### config.mk
export PLATFORM = sky130hd
export DESIGN_NAME = param_updown_counter_flat
export DESIGN_NICKNAME = d
export VERILOG_FILES = /design/src/rtl/param_updown_counter_if.sv /design/src/rtl/param_updown_counter.sv /design/src/flat_wrapper.sv
export SDC_FILE = /design/constraint.sdc
export NUM_CORES = 1
export LEC_CHECK = 0
export BUFFER_PORTS_ARGS = -buffer_cell sky130_fd_sc_hd__buf_2
export CORE_AREA = 3 3 40 42
export CTS_CLUSTER_SIZE = 24
export DETAILED_ROUTE_END_ITERATION = 16
export DIE_AREA = 0 0 43 45
export GPL_TIMING_DRIVEN = 0
export HOLD_SLACK_MARGIN = 0.06
export PLACE_DENSITY = 0.6
export SKIP_LAST_GASP = 1
export SLEW_MARGIN = 20
export SYNTH_ARGS = -nofsm -noshare
export SYNTH_HDL_FRONTEND = slang
export SYNTH_SLANG_ARGS = --single-unit
### constraint.sdc
create_clock -name clk -period 3.6 [get_ports clk]
set_input_delay 0.72 -clock clk [delete_from_list [all_inputs] [get_ports clk]]
set_output_delay 0.72 -clock clk [all_outputs]
set_load 0.1 [all_outputs]
### src/rtl/param_updown_counter_if.sv
// Handshake/bus bundle for param_updown_counter.
// The master drives the control inputs and the slave (the counter) returns count, tc, ovf.
// Optional Gray output: present when CNT_GRAY_EN is defined.
interface param_updown_counter_if #(
   parameter int WIDTH = 4
);
   logic             en;
   logic             up;
   logic             sat;
   logic             load;
   logic [WIDTH-1:0] load_val;
   logic             ovf_clr;
   logic [WIDTH-1:0] count;
   logic             tc;
   logic             ovf;
`ifdef CNT_GRAY_EN
   logic [WIDTH-1:0] gray;

   modport master (
      output en, up, sat, load, load_val, ovf_clr,
      input  count, tc, ovf, gray
   );

   modport slave (
      input  en, up, sat, load, load_val, ovf_clr,
      output count, tc, ovf, gray
   );
`else
   modport master (
      output en, up, sat, load, load_val, ovf_clr,
      input  count, tc, ovf
   );

   modport slave (
      input  en, up, sat, load, load_val, ovf_clr,
      output count, tc, ovf
   );
`endif
endinterface

### src/rtl/param_updown_counter.sv
// Synchronous up/down modulo-MODULUS counter.
// It supports parallel load with clamping, wrap or saturate at the limits, a one-cycle
// terminal-count pulse and a sticky overflow flag.
// Optional feature macro CNT_GRAY_EN: when defined, a registered Gray-coded copy of the
// count is driven on bus.gray.
module param_updown_counter #(
   parameter int WIDTH   = 4,
   parameter int MODULUS = 16
) (
   input logic                   clk,
   input logic                   rst,
   param_updown_counter_if.slave bus
);
   localparam logic [WIDTH-1:0] MAX_VAL = WIDTH'(MODULUS - 1);

   logic [WIDTH-1:0] count_reg;
   logic [WIDTH-1:0] count_next;
   logic             tc_reg;
   logic             ovf_reg;
   logic             limit_hit;

   // Next-count and limit-event decode; load beats enable
   always_comb begin
      count_next = count_reg;
      limit_hit  = 1'b0;
      if (bus.load) begin
         count_next = (bus.load_val > MAX_VAL) ? MAX_VAL : bus.load_val;
      end else if (bus.en) begin
         if (bus.up) begin
            if (count_reg == MAX_VAL) begin
               limit_hit  = 1'b1;
               count_next = bus.sat ? count_reg : '0;
            end else begin
               count_next = count_reg + WIDTH'(1);
            end
         end else begin
            if (count_reg == '0) begin
               limit_hit  = 1'b1;
               count_next = bus.sat ? count_reg : MAX_VAL;
            end else begin
               count_next = count_reg - WIDTH'(1);
            end
         end
      end
   end

   // Count, terminal-count pulse and sticky overflow (a set beats a coincident clear)
   always_ff @(posedge clk or posedge rst) begin
      if (rst) begin
         count_reg <= '0;
         tc_reg    <= 1'b0;
         ovf_reg   <= 1'b0;
      end else begin
         count_reg <= count_next;
         tc_reg    <= limit_hit;
         if (limit_hit) begin
            ovf_reg <= 1'b1;
         end else if (bus.ovf_clr) begin
            ovf_reg <= 1'b0;
         end
      end
   end

   assign bus.count = count_reg;
   assign bus.tc    = tc_reg;
   assign bus.ovf   = ovf_reg;

`ifdef CNT_GRAY_EN
   logic [WIDTH-1:0] gray_reg;

   // Gray code is built from the next count so it lines up with count in the same cycle
   always_ff @(posedge clk or posedge rst) begin
      if (rst) begin
         gray_reg <= '0;
      end else begin
         gray_reg <= count_next ^ (count_next >> 1);
      end
   end

   assign bus.gray = gray_reg;
`endif
endmodule
### src/flat_wrapper.sv
// flat-port wrapper written by rule: the top's interface ports become plain ports
module param_updown_counter_flat 
#(
   parameter int WIDTH   = 4,
   parameter int MODULUS = 16
)
  (clk, rst, bus_en, bus_up, bus_sat, bus_load, bus_load_val, bus_ovf_clr, bus_count, bus_tc, bus_ovf);
  param_updown_counter_if #(.WIDTH(WIDTH)) bus_i ();
  input logic clk;
  input logic rst;
  input wire logic [$bits(bus_i.en)-1:0] bus_en;
  input wire logic [$bits(bus_i.up)-1:0] bus_up;
  input wire logic [$bits(bus_i.sat)-1:0] bus_sat;
  input wire logic [$bits(bus_i.load)-1:0] bus_load;
  input wire logic [$bits(bus_i.load_val)-1:0] bus_load_val;
  input wire logic [$bits(bus_i.ovf_clr)-1:0] bus_ovf_clr;
  output wire logic [$bits(bus_i.count)-1:0] bus_count;
  output wire logic [$bits(bus_i.tc)-1:0] bus_tc;
  output wire logic [$bits(bus_i.ovf)-1:0] bus_ovf;
  assign bus_i.en = bus_en;
  assign bus_i.up = bus_up;
  assign bus_i.sat = bus_sat;
  assign bus_i.load = bus_load;
  assign bus_i.load_val = bus_load_val;
  assign bus_i.ovf_clr = bus_ovf_clr;
  assign bus_count = bus_i.count;
  assign bus_tc = bus_i.tc;
  assign bus_ovf = bus_i.ovf;
  param_updown_counter #(.WIDTH(WIDTH), .MODULUS(MODULUS)) u_core (.clk(clk), .rst(rst), .bus(bus_i));
endmodule
======== Yosys cells after proc, flatten, opt, wreduce, memory -nomap -nowiden ========
Cells that the tools add are included.
word-level totals
  bits in registers ....................... 6
  input bits .............................. 11
operators by class
  $add $sub $neg .......................... 2
  magnitude comparators ................... 1
  equality and inequality tests ........... 3
  muxes and demuxes ....................... 15
  reductions and logical operators ........ 4
operator list
  operator                                                            count
  4-bit two-way mux                                                   8
  4-bit != test, second input constant                                2
  1-bit two-way mux                                                   7
  4-bit by 1-bit adder with 4-bit output, second input constant       1
  4-bit == test, second input constant                                1
  4-bit greater-than comparator, second input constant                1
  4-bit zero test                                                     1
  2-bit nonzero test                                                  2
  4-bit by 1-bit subtractor with 4-bit output, second input constant  1
  3-bit AND reduction                                                 1

======== Longest topological paths before layout ========
Gate-level depths: netlist of run 1.
  word-level depth ........................ 6
  mapped depth ............................ 7
  mapped depth without buffers ............ 7

======== Worst setup path before layout of run 1 ========
Ideal clock, no wire load.
  path type ............................... reg-to-reg
  start point ............................. reg u_core.count_reg[0], in the netlist u_core.bus.count[0]
  end point ............................... reg u_core.count_reg[0], in the netlist u_core.bus.count[0]
  setup time .............................. 134 ps
  arrival ................................. 2292 ps
  required time ........................... 3466 ps
  slack ................................... 1174 ps
  stages on the path, launching flop included .. 8
  path buffers ............................ 0
  path through ............................ dfrtp_1 > inv_1 > ha_1 > or3b_4 > o22ai_4 > a21oi_2 > mux2i_1 > o21ai_1
on the way
  longest elaborated chain between the ends .. 5
RTL lines
  element                                                              line                                                    RTL
  from (decl)                                                          param_updown_counter.sv:16                              logic [WIDTH-1:0] count_reg;
  from (signal assigned)                                               param_updown_counter.sv:54                              count_reg <= count_next;
  4-bit by 1-bit subtractor with 4-bit output (tied with other cells)  param_updown_counter.sv:41                              count_next = count_reg - WIDTH'(1);
  4-bit two-way mux (on tied branches)                                 param_updown_counter.sv:37, param_updown_counter.sv:30
  4-bit two-way mux                                                    param_updown_counter.sv:29                              if (bus.up) begin
  4-bit two-way mux                                                    param_updown_counter.sv:28                              end else if (bus.en) begin
  4-bit two-way mux                                                    param_updown_counter.sv:26                              if (bus.load) begin
Several ways; a longest one is shown, not always the timed one. The select of a mux whose other input is x is not followed.
A chain may end at the register's enable or synchronous reset.

======== Worst setup path after layout of run 1 ========
  start point ............................. reg u_core.count_reg[3], in the netlist u_core.bus.count[3]
  end point ............................... out bus_count[3]
RTL lines
  element    line                RTL
  to (decl)  flat_wrapper.sv:17  output wire logic [$bits(bus_i.count)-1:0] bus_count;
No word-level cell between the ends.

==> flow_metrics.py, run 1 <==
metrics = {
    "place": {
        "post-place-ws_ns": 1.613,
        "dp_hpwl_um": 730.6,
        "numPortBuffers": 15,
        "routabilityCongestion": 0.7775,
    },
    "floorplanning": {
        "pin_count": 17,
        "rows": 13,
        "initial_utilization_pct": 34.57,
        "dieWidth_um": 43,
        "coreArea_um2": 1285,
        "dieArea_um2": 1935,
        "die_h_um": 45,
    },
    "cells_and_area": {
        "seqCellArea_um2": 150.1,
        "antenna_cells": 0,
        "drive_gt1_share_pct": 36.36,
        "fill_cells": 131,
        "multi_input_comb_area_um2": 260.3,
        "syn_to_final_growth_pct": 26.20,
        "finalNetCount": 81,
        "largest_reg_flops": 4,
    },
    "clock_tree": {
        "post_cts_buffers": 0,
        "cts_resized": 0,
        "numCtsBuffers": 3,
        "cts.clk_slew.worst_paths_ns": 0.04,
        "cts.path.max_buffers": 2,
        "clock_insertion_delay_worst_skew_ns": 0.24,
        "htree_num_levels": 1,
        "cts_sinks": 6,
        "hold_buffers": 0,
        "clock-root-buffer": "clkbuf_4",
        "cts_tree": "yes",
    },
    "sta": {
        "timing.final.ws_setup_ns": 1.649,
        "min_period_over_period_pct": 54.19,
        "rsz0062_at_grt": "no",
        "hold_violations": 0,
        "setup_tns_ns": 0,
        "fin_skew_ns": 0.006637,
        "hold_ws_ns": 0.3839,
        "setup_viol": 0,
        "slew_headroom_pct": 67.80,
        "period_minus_slack_ns": 1.951,
        "drv_slew": 0,
        "worst_slew_pin_slew_ns": 0.4863,
        "timing.fmax_mhz": 512.6,
    },
    "drt": {
        "drc": 0,
        "drt_iter0_markers": 1,
        "drt-pass1-iter-count": 2,
        "num_vias": 392,
        "viasPerCell": 4.840,
        "ant_nets": 0,
        "routed_wl_um": 882,
        "routedWlPerCell_um": 10.89,
    },
    "synthesis": {
        "synth_cell_types": 24,
        "yosys_warnings": 0,
        "synth_flop_cell": "dfrtp_1",
        "synth_simple_gate_area_share_pct": 12.68,
        "synth_edf_count": 0,
        "synthTopCellsByCount": "inv_1, dfrtp_1, nand2_1",
        "synth_seq_cells": 6,
        "yosysMostFrequentCell": "inv_1",
        "postSynthAreaPerCell_um2": 9.254,
        "yosys.area_share.xor_xnor_pct": 3.944,
        "synth-adder-area-share_pct": 5.634,
        "netlist_area_um2": 444.2,
        "synth.area.mux_share_pct": 4.507,
        "synth_nets": 61,
        "ys_seq_area_share_pct": 33.80,
        "async_reset_ff_share_pct": 100.0,
        "synth_compound_area_share_pct": 31.83,
        "synth_top_family_by_area": "compound AO/OA/AOI/OAI gates",
        "yosys.area.top_type": "dfrtp_1",
        "synth_top_area_share_pct": 33.80,
        "synthCells": 48,
        "synth_area_leaders": "dfrtp_1, inv_1, ha_1",
    },
    "setup_path": {
        "critical_path.endpoint_type": "output port",
        "r2r_slack_ns": 1.70,
        "reg2reg_depth": 7,
        "cp_top_family": "flip-flops",
        "critPathArrivalTime_ns": 1.23,
        "cp_cell_sequence": "buf_2",
        "slowest_delay_ns": 0.50,
        "cp_max_fo": 8,
        "crit_path_top_delay_cell": "dfrtp_1",
        "worst-path-buf-inv": 1,
        "critical_path_class": "reg -> out",
        "cp_data_required_time_ns": 2.88,
        "start_kind": "register",
        "cp.depth": 1,
    },
    "power_and_ir_drop": {
        "p_leak_nw": 0.2825,
        "power_mw": 0.2709,
        "vdd_drop_max_v": 0.0002160,
        "power_density_nw_per_um2": 483.2,
    },
    "hold_path": {
        "hold_path.class": "in -> async",
    },
    "grt": {
        "grt_pass1_vias": 350,
        "grtUsageTotal_pct": 10.39,
        "overflow": 0,
        "grt_max_degree": 11,
        "grt_pass1_wl_mm": 1.490,
        "antenna_found_initial": 0,
    },
    "run": {
        "drv_cap": 0,
    },
    "status": {
        "status": "finished clean",
    },
}
==> through the flow <==
stage                     instance area (um^2)  utilization [%]  std cells
after floorplan                          444.2                -         48
after global placement                   538.0            41.87         78
after detailed placement                 538.0            41.87         78
after CTS                                560.5            43.62         81
after global routing                     560.5            43.62         81
final                                    560.5            43.62         81
==> layout by cell type, fill, tap and decap left out, types with 2 or more instances in the layout <==
cell type,synthesis,routed
a21oi_1,2,2
dfrtp_1,6,6
inv_1,8,8
o21ai_1,3,3
nand2_1,6,6
mux2i_1,2,2
buf_2,0,15
ha_1,2,2
clkbuf_4,0,3
o21ai_0,2,2
xnor2_1,2,2
==> layout make-up <==
class,count,area share [%]
Multi-Input combinational cell,33,46.43
Clock buffer,3,4.018
Timing Repair Buffer,15,13.39
Buffer,1,0.6696
Tap cell,15,3.348
Sequential cell,6,26.79
Inverter,8,5.357
==> power by group <==
part           internal (mW)  total (mW)  switching, mW
Sequential            0.0749      0.0886         0.0137
Combinational         0.0357       0.124         0.0883
Clock                 0.0375      0.0582         0.0207
Total                  0.148       0.271          0.123
==> layer usage <==
layer | share of wire [%] | track usage, % | routed length, um | up-vias
li1 | - | - | - | 210
met1 | 45 | 13.24 | 399 | 171
met2 | 48 | 16.47 | 422 | 9
met3 | 5.4 | 1.195 | 48 | 2
met4 | 1.4 | 7.229 | 12 | 0
met5 | 0 | 0 | 0 | -
==> final timing paths <==
kind / from / endpoint
max in group asynchronous: rst / u_core.bus.count[1]
worst max-delay path: u_core.bus.count[3] / bus_count[3]
worst max register to register: u_core.bus.count[0] / u_core.bus.count[3]
worst min-delay path: rst / u_core.bus.count[2]
worst min register to register: u_core.bus.ovf / u_core.bus.ovf
min in group clk: u_core.bus.ovf / u_core.bus.ovf
==> cell families (layout without fill, tap and decap cells) <==
family,Yosys count,count (layout)
compound gates,17,17
xor+xnor,2,2
mux,2,2
fa+ha+maj,2,2
flops,6,6
simple gates,10,10
buf+inv,9,27
Note: power is estimated with default switching activity, not from simulation.
==> run 2, diff against run 1 <==
==> constraint.sdc (replaced) <==
create_clock -name clk -period 1.9 [get_ports clk]
set_input_delay 0.38 -clock clk [delete_from_list [all_inputs] [get_ports clk]]
set_output_delay 0.38 -clock clk [all_outputs]
set_load 0.1 [all_outputs]
==> run 2 against run 1 <==
Effect of this change:
- count of clock-buffer cells in the layout increased by 1
- power grew 110%
- via count is 8.9% higher
- clock skew decreased by 0.0022 ns
- global-route usage up 1.2 points
- largest cell class unchanged
- utilization increased by 6.6 points
- cell count is 7.4% higher
- sequential power grew 92%
- first-iteration DRC count rose to 5.0 times the previous value
==> flow_metrics.py, run 2 (same netlist as run 1, synthesis figures left out) <==
metrics = {
    "status": {
        "status": "finished clean",
    },
    "clock_tree": {
        "cts_tree": "yes",
        "cts_sinks": 6,
        "cts.clk_slew.worst_paths_ns": 0.05,
        "clock-root-buffer": "clkbuf_4",
        "htree_num_levels": 1,
        "clock_insertion_delay_worst_skew_ns": 0.25,
        "cts.path.max_buffers": 2,
        "numCtsBuffers": 3,
    },
    "grt": {
        "grt_pass1_vias": 411,
        "grtUsageTotal_pct": 11.58,
        "grtUsageMet2_pct": 19.46,
        "grtUsageMet1_pct": 12.07,
        "grt_pass1_wl_mm": 1.614,
        "busiest_layer": "met2",
        "antenna_found_initial": 0,
        "overflow": 0,
        "grt_use_met3_pct": 2.789,
        "grt_max_degree": 11,
    },
    "setup_path": {
        "cp_max_fo": 5,
        "critical_path_class": "reg -> reg",
        "critPathArrivalTime_ns": 1.90,
        "cp_data_required_time_ns": 2.02,
        "critical_path.endpoint_type": "register",
        "start_kind": "register",
    },
    "cells_and_area": {
        "largest_reg_flops": 4,
        "drive_gt1_share_pct": 50.00,
        "finalNetCount": 86,
        "final_area_um2": 645.6,
        "layout_commonest_cell": "buf_2",
        "syn_to_final_growth_pct": 45.35,
        "final_core_util_pct": 50.24,
        "antenna_cells": 0,
        "final_cell_mix": "buf_2, inv_1, nand2_1",
    },
    "sta": {
        "fin_skew_ns": 0.004401,
        "timing.fmax_mhz": 562.6,
        "worst_slew_pin_slew_ns": 0.4845,
        "setup_viol": 0,
        "hold_violations": 0,
        "min_period_over_period_pct": 93.55,
        "period_minus_slack_ns": 1.777,
        "hold_ws_ns": 0.3460,
        "timing.final.ws_setup_ns": 0.1226,
        "slew_headroom_pct": 67.92,
        "drv_slew": 0,
    },
    "hold_path": {
        "hold_path.class": "in -> reg",
    },
    "floorplanning": {
        "pin_count": 17,
        "rows": 13,
        "coreArea_um2": 1285,
        "dieWidth_um": 43,
        "die_h_um": 45,
        "dieArea_um2": 1935,
        "initial_utilization_pct": 34.57,
    },
    "power_and_ir_drop": {
        "p_leak_nw": 0.3045,
        "power_mw": 0.5766,
        "power_density_nw_per_um2": 893.1,
        "vdd_drop_max_v": 0.0005230,
    },
    "place": {
        "numPortBuffers": 15,
        "post-place-ws_ns": 0.06164,
        "place_area_um2": 561.8,
        "dp_hpwl_um": 751.2,
        "routabilityCongestion": 0.8277,
    },
    "run": {
        "drv_cap": 0,
    },
    "drt": {
        "routedWlPerCell_um": 11.21,
        "routed_wl_um": 975,
        "drt-pass1-iter-count": 2,
        "drt_iter0_markers": 5,
        "drc": 0,
        "ant_nets": 0,
        "viasPerCell": 4.908,
        "num_vias": 427,
    },
}
-- run 2: cell types whose count changed in the layout (fill, tap and decap cells not counted), moves of 2 or more --
cell | before | now
inv_1 | 8 | 6
dfrtp_2 | 0 | 2
buf_4 | 0 | 4
dfrtp_4 | 0 | 2
dfrtp_1 | 6 | 2
inv_4 | 0 | 2
-- run 2: path summary, 6_finish.rpt --
kind | startpoint | end | slack, ns | depth (start not counted)
max in group asynchronous | rst | u_core.bus.count[1] | 1.10 | 3
worst min-delay path | bus_load_val[1] | u_core.bus.count[1] | 0.35 | 3
worst max-delay path | u_core.bus.count[0] | u_core.bus.count[0] | 0.12 | 7
min in group asynchronous | rst | u_core.bus.count[0] | 0.58 | 3
worst max register to register | u_core.bus.count[0] | u_core.bus.count[0] | 0.12 | 7
worst min register to register | u_core.bus.ovf | u_core.bus.ovf | 0.48 | 1
-- run 2: final cells by class --
cell class,instances,area (um^2)
buffer,1,3.754
clock buffer,4,26.28
fill,131,639.4
inverter,8,35.03
multi-input combinational,33,286.5
sequential,6,160.2
tap,15,18.77
timing repair buffer,20,115.1
-- run 2: what timing repair did --
item,4_1_cts,5_1_grt
buffers inserted,0,4
resized for setup,0,4
endpoints found under the setup margin,0,2
endpoints found under the hold margin,6,0
hold buffers,1,0
-- run 2: critical path: stages (launching register included) --
cell and delay, ns:
dfrtp_4 0.50, inv_4 0.08, ha_4 0.13, or3b_4 0.39, o22ai_4 0.19, a21oi_4 0.11, mux2i_1 0.18, o21ai_1 0.07
-- run 2: power by group --
part	switching (mW)	internal [mW]	total, mW
Sequential	0.0232	0.147	0.170
Clock	0.0513	0.0799	0.131
Combinational	0.183	0.0920	0.275
-- run 2: through the flow --
| step | cells | TNS, ns |
|---|---|---|
| after global placement | 78 | 0 |
| after detailed placement | 78 | 0 |
| final | 87 | 0 |
| after global routing | 87 | -0.002784 |
| after CTS | 83 | 0 |
| after floorplan | 48 | 0 |
-- run 2: per-layer routing --
metal  part of all wire, %  vias to the layer above
li1                      -                      217
met1                    43                      194
met2                    48                       12
met3                   5.3                        4
met4                   2.8                        0
met5                     0                        -
==> run 3, diff against run 2 <==
--- a/config.mk
+++ b/config.mk
@@ -12,7 +12,7 @@
 export DIE_AREA = 0 0 43 45
 export GPL_TIMING_DRIVEN = 0
 export HOLD_SLACK_MARGIN = 0.06
-export PLACE_DENSITY = 0.6
+export PLACE_DENSITY = 0.62
 export SKIP_LAST_GASP = 1
 export SLEW_MARGIN = 20
 export SYNTH_ARGS = -nofsm -noshare
==> run 3 against run 2 <==
Effect of this change:
- global-route usage down 1.3 points
- via count up 2.1%
- power down 1.5%
- register-to-register slack worse by 0.02 ns
- first-iteration DRC count up 20%
- sequential power about the same
- critical path depth unchanged
- critical endpoint unchanged
- largest cell class unchanged
==> flow_metrics.py, run 3 (same netlist as run 1, synthesis figures left out) <==
metrics = {
    "sta": {
        "min_period_over_period_pct": 94.59,
        "timing.fmax_mhz": 556.4,
        "fin_skew_ns": 0.006137,
        "hold_violations": 0,
        "setup_viol": 0,
        "drv_slew": 0,
        "slew_headroom_pct": 67.70,
        "worst_slew_pin_slew_ns": 0.4879,
        "period_minus_slack_ns": 1.797,
    },
    "clock_tree": {
        "htree_num_levels": 1,
        "clock-root-buffer": "clkbuf_4",
        "cts.clk_slew.worst_paths_ns": 0.05,
        "cts_sinks": 6,
        "cts_tree": "yes",
        "numCtsBuffers": 3,
        "cts.path.max_buffers": 2,
        "clock_insertion_delay_worst_skew_ns": 0.24,
    },
    "drt": {
        "ant_nets": 0,
        "viasPerCell": 5.011,
        "drc": 0,
        "routedWlPerCell_um": 11.17,
        "drt-pass1-iter-count": 4,
        "drt_iter0_markers": 6,
        "num_vias": 436,
        "routed_wl_um": 972,
    },
    "floorplanning": {
        "dieWidth_um": 43,
        "coreArea_um2": 1285,
        "pin_count": 17,
        "dieArea_um2": 1935,
        "initial_utilization_pct": 34.57,
        "die_h_um": 45,
        "rows": 13,
    },
    "setup_path": {
        "critPathArrivalTime_ns": 1.91,
        "cp_max_fo": 5,
        "start_kind": "register",
        "cp_data_required_time_ns": 2.01,
        "critical_path_class": "reg -> reg",
        "critical_path.endpoint_type": "register",
    },
    "cells_and_area": {
        "drive_gt1_share_pct": 50.00,
        "layout_commonest_cell": "buf_2",
        "syn_to_final_growth_pct": 44.23,
        "final_cell_mix": "buf_2, inv_1, nand2_1",
        "finalNetCount": 86,
        "final_cells": 87,
        "antenna_cells": 0,
        "largest_reg_flops": 4,
        "final_area_um2": 640.6,
    },
    "power_and_ir_drop": {
        "power_density_nw_per_um2": 886.2,
        "seq_power_share_pct": 29.7,
        "switching_share_pct": 44.12,
        "switching_power_mw": 0.2505,
        "p_leak_nw": 0.3039,
        "vdd_drop_max_v": 0.0004434,
        "p_comb_share_pct": 48.1,
        "power_mw": 0.5677,
        "clkPwrFrac_pct": 22.2,
        "p_int_mw": 0.3172,
    },
    "place": {
        "place_inst": 78,
        "routabilityCongestion": 0.7262,
        "place_area_um2": 561.8,
        "numPortBuffers": 15,
        "dp_hpwl_um": 735.1,
    },
    "grt": {
        "grt_max_degree": 11,
        "grt_pass1_wl_mm": 1.497,
        "grtUsageTotal_pct": 10.32,
        "grt_pass1_vias": 382,
        "overflow": 0,
        "antenna_found_initial": 0,
    },
    "status": {
        "status": "finished clean",
    },
    "run": {
        "drv_cap": 0,
    },
    "hold_path": {
        "hold_path.class": "in -> reg",
    },
}
==> run 3: worst paths after layout <==
check                                         start             endpoint  slack [ns]  depth (start not counted)
worst max register to register  u_core.bus.count[0]  u_core.bus.count[0]        0.10                          7
worst min register to register       u_core.bus.ovf       u_core.bus.ovf        0.48                          1
min in group asynchronous                       rst  u_core.bus.count[1]        0.59                          3
max in group asynchronous                       rst  u_core.bus.count[2]        1.09                          3
worst max-delay path            u_core.bus.count[0]  u_core.bus.count[0]        0.10                          7
worst min-delay path                bus_load_val[1]  u_core.bus.count[1]        0.35                          3
==> run 3: layout make-up <==
type / instances / area, um^2
Buffer: 1 / 3.754
Clock buffer: 4 / 26.28
Fill cell: 124 / 644.4
Inverter: 8 / 30.03
Multi-Input combinational cell: 33 / 286.5
Sequential cell: 6 / 160.2
Tap cell: 15 / 18.77
Timing Repair Buffer: 20 / 115.1
==> run 3: per-layer routing <==
| metal | routed length, um | vias up | GRT usage [%] |
|---|---|---|---|
| li1 | - | 219 | - |
| met1 | 443 | 206 | 12.56 |
| met2 | 472 | 11 | 16.77 |
| met3 | 57 | 0 | 2.789 |
| met4 | 0 | 0 | 5.422 |
| met5 | 0 | - | 0 |
==> run 3: power groups by stage <==
stage	Clock, mW	Combinational (mW)	Sequential [mW]
final	0.126	0.273	0.168
after global routing	0.144	0.293	0.172
after CTS	0.135	0.243	0.173
after detailed placement	0	0.241	0.175
after global placement	0	0.240	0.176
after floorplan	0	0.0978	0.273
==> run 3: what timing repair did <==
action	CTS	global route
setup endpoints to repair	0	1
hold endpoints to repair	6	0
setup buffers	0	4
gates resized for setup	0	2
hold buffers	1	0
==> run 3: through the flow <==
stage | hold WS [ns] | setup slack, ns | utilization, % | TNS (ns)
after global routing | 0.3479 | -0.0007074 | 49.85 | -0.0007074
after floorplan | 0.1709 | 0.02013 | - | 0
after CTS | 0.3458 | 0.07653 | 46.54 | 0
after detailed placement | 0.3051 | 0.08724 | 43.72 | 0
final | 0.3520 | 0.1028 | 49.85 | 0
after global placement | 0.2992 | 0.09349 | 43.72 | 0
==> run 3: critical path: stages, from the launching register on <==
cell and delay, ns:
dfrtp_4 0.50, inv_2 0.10, ha_4 0.14, or3b_4 0.40, o22ai_4 0.18, a21oi_4 0.11
mux2i_1 0.16, o21ai_1 0.07
